`src/rtl/prio_encoder_rr_if.sv`:
```
// Request/grant bundle for the round-robin priority encoder.
// master drives req/mode/out_ready; slave returns out_valid/out_idx/grant.
interface prio_encoder_rr_if #(
  parameter int N = 8
) ();
  localparam int W = (N > 1) ? $clog2(N) : 1;

  logic [N-1:0] req;
  logic         mode;
  logic         out_ready;
  logic         out_valid;
  logic [W-1:0] out_idx;
  logic [N-1:0] grant;

  modport master (
    output req, mode, out_ready,
    input  out_valid, out_idx, grant
  );

  modport slave (
    input  req, mode, out_ready,
    output out_valid, out_idx, grant
  );
endinterface

```
`src/rtl/prio_encoder_rr.sv`:
```
// Registered N-input priority encoder, fixed or round-robin, with valid/ready output.
// Ports: clk, rst (async high), bus (slave: req, mode, out_ready -> out_valid, out_idx, grant).
module prio_encoder_rr #(
  parameter int N = 8
) (
  input  logic             clk,
  input  logic             rst,
  prio_encoder_rr_if.slave bus
);
  localparam int W = (N > 1) ? $clog2(N) : 1;
  localparam logic [W-1:0] LAST = W'(N - 1);

  typedef enum logic {IDLE, HOLD} state_t;

  state_t       state_q;
  logic         valid_q;
  logic [W-1:0] idx_q;
  logic [W-1:0] rr_q;
  logic [N-1:0] grant_q;

  logic         accept;
  logic         capture;
  logic [W-1:0] succ;
  logic [W-1:0] start;
  logic [W-1:0] fix_idx;
  logic [W-1:0] rr_idx;
  logic [W-1:0] idx_d;
  logic [N-1:0] grant_d;

  assign accept  = (state_q == HOLD) & bus.out_ready;
  assign capture = (state_q == IDLE) | accept;

  // explicit wrap so non-power-of-2 N never reaches index N
  assign succ  = (idx_q == LAST) ? '0 : idx_q + 1'b1;
  assign start = accept ? succ : rr_q;

  // later (higher) set bits overwrite earlier ones
  always_comb begin
    fix_idx = '0;
    for (int i = 0; i < N; i++) begin
      if (bus.req[i]) fix_idx = W'(i);
    end
  end

  // walk offsets downwards so the smallest offset from start wins
  always_comb begin
    int           j;
    logic [W-1:0] jj;
    rr_idx = '0;
    j      = 0;
    jj     = '0;
    for (int o = N - 1; o >= 0; o--) begin
      j = int'(start) + o;
      if (j >= N) j = j - N;
      jj = W'(j);
      if (bus.req[jj]) rr_idx = jj;
    end
  end

  assign idx_d   = bus.mode ? rr_idx : fix_idx;
  assign grant_d = N'(1) << idx_d;

  always_ff @(posedge clk or posedge rst) begin
    if (rst) begin
      state_q <= IDLE;
      valid_q <= 1'b0;
      idx_q   <= '0;
      grant_q <= '0;
      rr_q    <= '0;
    end else begin
      if (accept && bus.mode) rr_q <= succ;
      if (capture) begin
        if (|bus.req) begin
          state_q <= HOLD;
          valid_q <= 1'b1;
          idx_q   <= idx_d;
          grant_q <= grant_d;
        end else begin
          state_q <= IDLE;
          valid_q <= 1'b0;
          grant_q <= '0;
        end
      end
    end
  end

  assign bus.out_valid = valid_q;
  assign bus.out_idx   = idx_q;
  assign bus.grant     = grant_q;
endmodule

```
`src/flat_wrapper.sv`:
```
// flat-port wrapper written by rule: the top's interface ports become plain ports
module prio_encoder_rr_flat 
#(
  parameter int N = 8
)
  (clk, rst, bus_req, bus_mode, bus_out_ready, bus_out_valid, bus_out_idx, bus_grant);
  prio_encoder_rr_if #(.N(N)) bus_i ();
  input  logic clk;
  input  logic rst;
  input wire logic [$bits(bus_i.req)-1:0] bus_req;
  input wire logic [$bits(bus_i.mode)-1:0] bus_mode;
  input wire logic [$bits(bus_i.out_ready)-1:0] bus_out_ready;
  output wire logic [$bits(bus_i.out_valid)-1:0] bus_out_valid;
  output wire logic [$bits(bus_i.out_idx)-1:0] bus_out_idx;
  output wire logic [$bits(bus_i.grant)-1:0] bus_grant;
  assign bus_i.req = bus_req;
  assign bus_i.mode = bus_mode;
  assign bus_i.out_ready = bus_out_ready;
  assign bus_out_valid = bus_i.out_valid;
  assign bus_out_idx = bus_i.out_idx;
  assign bus_grant = bus_i.grant;
  prio_encoder_rr #(.N(N)) u_core (.clk(clk), .rst(rst), .bus(bus_i));
endmodule
```
`config.mk`:
```
export PLATFORM = sky130hd
export DESIGN_NAME = prio_encoder_rr_flat
export DESIGN_NICKNAME = d
export VERILOG_FILES = /design/src/rtl/prio_encoder_rr_if.sv /design/src/rtl/prio_encoder_rr.sv /design/src/flat_wrapper.sv
export SDC_FILE = /design/constraint.sdc
export NUM_CORES = 1
export LEC_CHECK = 0
export CORE_UTILIZATION = 30
export CTS_BUF_LIST = sky130_fd_sc_hd__clkbuf_8 sky130_fd_sc_hd__clkbuf_16
export CTS_CLUSTER_DIAMETER = 60
export DETAILED_ROUTE_END_ITERATION = 7
export HOLD_SLACK_MARGIN = 0.15
export SLEW_MARGIN = 20
export SYNTH_ARGS = -nofsm -noshare
export SYNTH_HDL_FRONTEND = slang
export SYNTH_SLANG_ARGS = --single-unit
export TNS_END_PERCENT = 10
```
`constraint.sdc`:
```
create_clock -name clk -period 6.5 [get_ports clk]
set_input_delay 1.3 -clock clk [delete_from_list [all_inputs] [get_ports clk]]
set_output_delay 1.3 -clock clk [all_outputs]
set_load 0.01 [all_outputs]
```
== Word level (Yosys, flattened, before mapping) ==
Cells that the tools add are included.
Storage, ports and cells
  flip-flop bits (word level): 15
  input bits: 12
Cells by class
  add/subtract/negate cells: 16
  $lt $le $gt $ge: 16
  eq/ne operators: 1
  shifts and indexed selects: 1
  mux-type cells: 44
  bitwise operators: 3
  reductions and logical operators: 3
Operators by type and width (count)
  2-to-1 mux 3 bit: 25
  < comparator 3 x 4 -> 1 bit (second input constant): 8
  greater-or-equal comparator 4 bit (second input constant): 7
  binary-select mux 1 bit (select 3 bit): 8
  subtractor 3 x 1 -> 3 bit (second input constant): 8
  adder 3 x 3 -> 4 bit (second input constant): 4
  2-to-1 mux 1 bit: 10
  adder 3 x 2 -> 4 bit (second input constant): 2
  2-to-1 mux 8 bit: 1
  OR reduction 8 bit: 1
  << shifter 1 x 3 -> 8 bit (first input constant): 1
  adder 3 x 1 -> 4 bit (second input constant): 1
  greater-or-equal comparator 3 x 4 -> 1 bit (second input constant): 1
  adder 3 x 1 -> 3 bit (second input constant): 1
  == test 3 bit (second input constant): 1
  AND reduction 2 bit: 1
  bitwise AND 1 bit: 1
  logical AND 1 bit: 1
  NOT 1 bit: 1
  OR 1 bit: 1

== Logic depth before layout (Yosys ltp) ==
  depth after elaboration: 19
  mapped depth: 15

== Least setup slack after synthesis ==
Ideal clock, no wire load.
  path type: input -> register
  start point: in bus_out_ready
  end point: reg u_core.idx_q[0] (netlist: u_core.bus.out_idx[0])
  setup time: 0.125 ns
  data arrival time: 4.520 ns
  required time: 6.375 ns
  path slack: 1.856 ns
  stages on the path: 11
  path buffers: 2
  cell sequence: nand2_2 > mux2i_1 > clkbuf_1 > ha_1 > clkbuf_1 > mux4_2 > mux2_2 > a2111oi_0 > a2111o_1 > a31oi_2 > mux2_2
Between the ends
  word-level cells in the longest chain between the ends: 16
Ends and longest elaborated chain
  start: declaration: line flat_wrapper.sv:12  | input wire logic [$bits(bus_i.out_ready)-1:0] bus_out_ready;
  bitwise AND 1 bit (*): line prio_encoder_rr.sv:30  | assign accept = (state_q == HOLD) & bus.out_ready;
  2-to-1 mux 3 bit: line prio_encoder_rr.sv:35  | assign start = accept ? succ : rr_q;
  adder 3 x 3 -> 4 bit: line prio_encoder_rr.sv:53  | j = int'(start) + o;
  greater-or-equal comparator 4 bit / subtractor 3 x 1 -> 3 bit (equally long branches): line prio_encoder_rr.sv:54  | if (j >= N) j = j - N;
  2-to-1 mux 3 bit: line prio_encoder_rr.sv:54
  binary-select mux 1 bit (select 3 bit): line prio_encoder_rr.sv:56  | if (bus.req[jj]) rr_idx = jj;
  2-to-1 mux 1 bit (implied by the code): line prio_encoder_rr.sv:56
  2-to-1 mux 3 bit (8 in series): line prio_encoder_rr.sv:56
  2-to-1 mux 3 bit: line prio_encoder_rr.sv:60  | assign idx_d = bus.mode ? rr_idx : fix_idx;
  end signal: assignment: line prio_encoder_rr.sv:76  | idx_q <= idx_d;
  end: declaration: line prio_encoder_rr.sv:17  | logic [W-1:0] idx_q;
Mark *: on every way between the ends. The rest lies on a longest branch, timed or not. The select of a mux whose other input is x is not followed.
A chain may end at the register's enable or synchronous reset.

== Worst setup path after layout ==
  start point: in bus_out_ready
  end point: reg u_core.grant_q[5] (netlist: u_core.bus.grant[5])
Between the ends
  word-level cells in the longest chain between the ends: 18
Ends and longest elaborated chain
  bitwise AND 1 bit (*): line prio_encoder_rr.sv:30
  2-to-1 mux 3 bit: line prio_encoder_rr.sv:35
  adder 3 x 3 -> 4 bit: line prio_encoder_rr.sv:53
  greater-or-equal comparator 4 bit / subtractor 3 x 1 -> 3 bit (equally long branches): line prio_encoder_rr.sv:54
  2-to-1 mux 3 bit: line prio_encoder_rr.sv:54
  binary-select mux 1 bit (select 3 bit): line prio_encoder_rr.sv:56
  2-to-1 mux 1 bit (implied by the code): line prio_encoder_rr.sv:56
  2-to-1 mux 3 bit (8 in series): line prio_encoder_rr.sv:56
  2-to-1 mux 3 bit: line prio_encoder_rr.sv:60
  << shifter 1 x 3 -> 8 bit: line prio_encoder_rr.sv:61  | assign grant_d = N'(1) << idx_d;
  2-to-1 mux 8 bit: line prio_encoder_rr.sv:73  | if (|bus.req) begin
  end signal: assignment: line prio_encoder_rr.sv:77  | grant_q <= grant_d;
  end: declaration: line prio_encoder_rr.sv:19  | logic [N-1:0] grant_q;
Marked as above.

==> summary.txt <==
Outcome
  – Status: completed

Pwr
  – Power density cells: 611.9 mW/mm^2
  – Overall power: 0.001198 W
  – Leak: 0.7308 nW
  – Peak supply drop: 219.8 uV

GRT
  – Overflow after GRT: 0
  – First-pass GRT wire length: 7458 um
  – Vias in the first global route: 1,486
  – GRT Resource Usage Total: 0.1747
  – Initial antenna violation count: 0
  – Largest net degree at the start of global routing: 16

Setup path
  – Worst Path Required: 6.66 ns
  – Crit end category: flop
  – Top delay family on crit path: simple AND/OR/NAND/NOR gates
  – Largest stage delay, worst path: 0.60 ns
  – CP Class: input pin to flop
  – Crit-path slowest cell: mux2i_1
  – Buf/Inv on CP: 1
  – Crit path DAT: 5.30 ns
  – Top fanout value on the critical path: 11
  – Startpoint types: input pin
  – Cell Chain, Critical Path: clkdlybuf4s50_1 -> nand2_2 -> mux2i_1 -> ha_1 -> nand2b_1 -> a211oi_1 -> or2_0 -> or4b_1 -> a31o_2 -> o221ai_1 -> nand3_1 -> o31ai_1

Drt
  – Metal3 WL: 266 um
  – WL/cell: 17.01 um
  – First-pass detailed-route iteration total: 4
  – First DRT Iteration DRCs: 222
  – Vias: 1,574
  – Top layer reached by signal wires: met4
  – Metal1 wirelength: 2120 um
  – Drt drc: 0
  – DR vias/cell: 5.895
  – Antenna-violating nets left: 0
  – Routed WL: 4541 um
  – Routed wl met2: 2043 um

STA
  – Worst Tran Pin Value: 1.010 ns
  – Final Max Slew Viols: 0
  – Worst relative slew slack: 0.3076
  – Clock Skews: 0.002770 ns
  – Max Fclk: 0.1943 GHz
  – Crit share post-route: 0.7918
  – Unrepaired setup endpoints after global routing: false
  – Final setup vio count: 0
  – Setup TNS: 0 ns
  – Post-route minimum period: 5.146 ns
  – Final hold vios: 0

Placed design
  – Total placed cells including tap cells: 263
  – Gpl congestion: 0.8648
  – # port buffers: 23
  – Post-DP HPWL: 3594 um

Floorplanning
  – Initial Util: 0.3133
  – Die W: 75.27 um
  – DIE HEIGHT: 75.27 um
  – Core Rows: 26
  – I/O pins: 24
  – Die ar.: 0.005665 sq mm
  – Core area: 0.005140 sq mm

Synthesis
  – Seq cells post-synth: 15
  – Asr flop ratio synth: 1.000
  – Post-synth cell types: 55
  – Syn Area/Cell: 9.202 sq um
  – Synthesized netlist cell count: 175
  – Post-synth top flop: dfrtp_1
  – Syn_nets: 191
  – Syn. warnings: 0
  – Mapped Area: 0.001610 sq mm
  – EDFF count, synth: 0
  – Register area share after synthesis: 0.2331

Clock network
  – Max clock buf depth: 2
  – Clk sinks: 15
  – Clock Latency Late Sink: 0.25 ns
  – CTS tree: built
  – CTS Buf Count: 3
  – H-tree Lvls: 1
  – Postcts setup bufs: 0
  – Clk pin slew, worst setup/hold paths: 0.06 ns
  – Root Driver: clkbuf_8
  – CTS Hold Bufs: 0
  – Cts repair resizes: 0

Job
  – Max cap viols: 0

Finish
  – Utilization after layout: 0.3810
  – Non-Filler Instances: 267
  – Final net count: 214
  – Layout area overhead: 21.60%
  – Layout cells sized above 1: 0.1523
  – Fillers: 543
  – Antenna cell count: 0

Worst hold path
  – Min-Delay Path Class: flop to flop
## placed cells by master, fill, tap and decap left out, types with 3 or more instances in the layout
cell type and count:
mux4_2 10, nand4_1 3, o21a_1 3, o21ai_0 10, mux2i_1 8, nand2_1 18
o211ai_1 3, inv_1 7, nor2b_1 4, nor2_1 9, nand2b_1 4, ha_1 4
o31ai_1 9, dfrtp_1 15, clkdlybuf4s50_1 23, nand3_1 7, a21oi_1 6, mux2_2 6
clkbuf_8 3
## where the power goes
| group | switching [W] | total, W | internal, W |
|---|---|---|---|
| logic | 0.000546 | 0.000971 | 0.000425 |
| registers | 0.0000244 | 0.000151 | 0.000127 |
| clock network | 0.0000331 | 0.0000756 | 0.0000425 |
| total | 0.000604 | 0.00120 | 0.000594 |
## path summary, 6_finish.rpt
path | startpoint | end | slack, ns | cells after the start
min in group asynchronous | rst | u_core.bus.grant[6]$_DFFE_PP0N_ | 1.40 | 2
setup reg to reg | u_core.bus.out_idx[0]$_DFFE_PP0P_ | u_core.bus.grant[5]$_DFFE_PP0N_ | 2.27 | 12
hold reg to reg | u_core.bus.grant[0]$_DFFE_PP0N_ | u_core.bus.grant[0]$_DFFE_PP0N_ | 0.48 | 2
max in group asynchronous | rst | u_core.bus.out_idx[0]$_DFFE_PP0P_ | 4.72 | 2
hold / removal | u_core.bus.grant[0]$_DFFE_PP0N_ | u_core.bus.grant[0]$_DFFE_PP0N_ | 0.48 | 2
setup / recovery | bus_out_ready | u_core.bus.grant[5]$_DFFE_PP0N_ | 1.35 | 12
## synthesized netlist by cell type, types with 2 or more instances
cell type  count  area share
nor2b_1        4       0.016
a32oi_1        2       0.011
nor2_1         9       0.021
a21oi_1        6       0.019
clkbuf_1       5       0.012
a22oi_1        2      0.0093
dfrtp_1       15        0.23
o31ai_1        9       0.042
mux2i_1        8       0.050
inv_1          7       0.016
nand4_1        3       0.012
o21ai_0       10       0.031
nand3_1        7       0.022
nand2_1       18       0.042
ha_1           4       0.031
o21a_1         3       0.014
o211ai_1       3       0.014
xnor2_1        2       0.011
a211oi_1       2      0.0093
a221oi_1       2       0.011
or3_1          2      0.0078
nand2b_1       4       0.016
mux4_2        10        0.14
mux2_2         6       0.042
nor3_1         2      0.0062
## metrics by stage
step / setup slack, ns / area (sq um) / hold slack (ns)
6_report: 1.354 / 1958 / 0.4804
5_1_grt: 0.9960 / 1958 / 0.5101
4_1_cts: 1.390 / 1958 / 0.4823
3_5_place_dp: 1.138 / 1912 / 0.4678
3_3_place_gp: 1.140 / 1912 / 0.4729
2_1_floorplan: 1.856 / 1610 / 0.4550
## cell type report
cell class,instances,area (sq um),share of cell area
multi-input cells,145,1177,0.6013
flip-flops and latches,15,375.4,0.1917
repair buffers,24,237.7,0.1214
well taps,70,87.58,0.04473
clock buffers,3,41.29,0.02109
inverters,9,33.78,0.01725
clock inverters,1,5.005,0.002556
## routing by layer
layer,GRT usage,up-vias
li1,-,736
met3,0.02811,10
met4,0.06379,0
met2,0.2673,68
met5,0,-
met1,0.2488,760
## worst min-delay path, cell delays in order (launching register included)
cell and delay (ns):
dfrtp_1 0.34, nand2_1 0.05, o31ai_1 0.06
## cells by family (layout without fill, tap and decap cells)
family	after synthesis	count (layout)	share of synthesized area
AO/OA/AOI/OAI	56	56	0.2580
XOR/XNOR	2	2	0.01088
adder cells (fa/ha/maj)	4	4	0.03108
buffers and inverters	15	37	0.03574
flip-flops	15	15	0.2331
multiplexers	25	25	0.2409
AND/OR/NAND/NOR	58	58	0.1904
## state kept, by name, indices dropped and copies added, names as in the netlist
signal / flops
u_core.bus.grant: 8
u_core.bus.out_idx: 3
u_core.rr_q: 3
u_core.bus.out_valid: 1
Power figures use the tool's default switching activity.
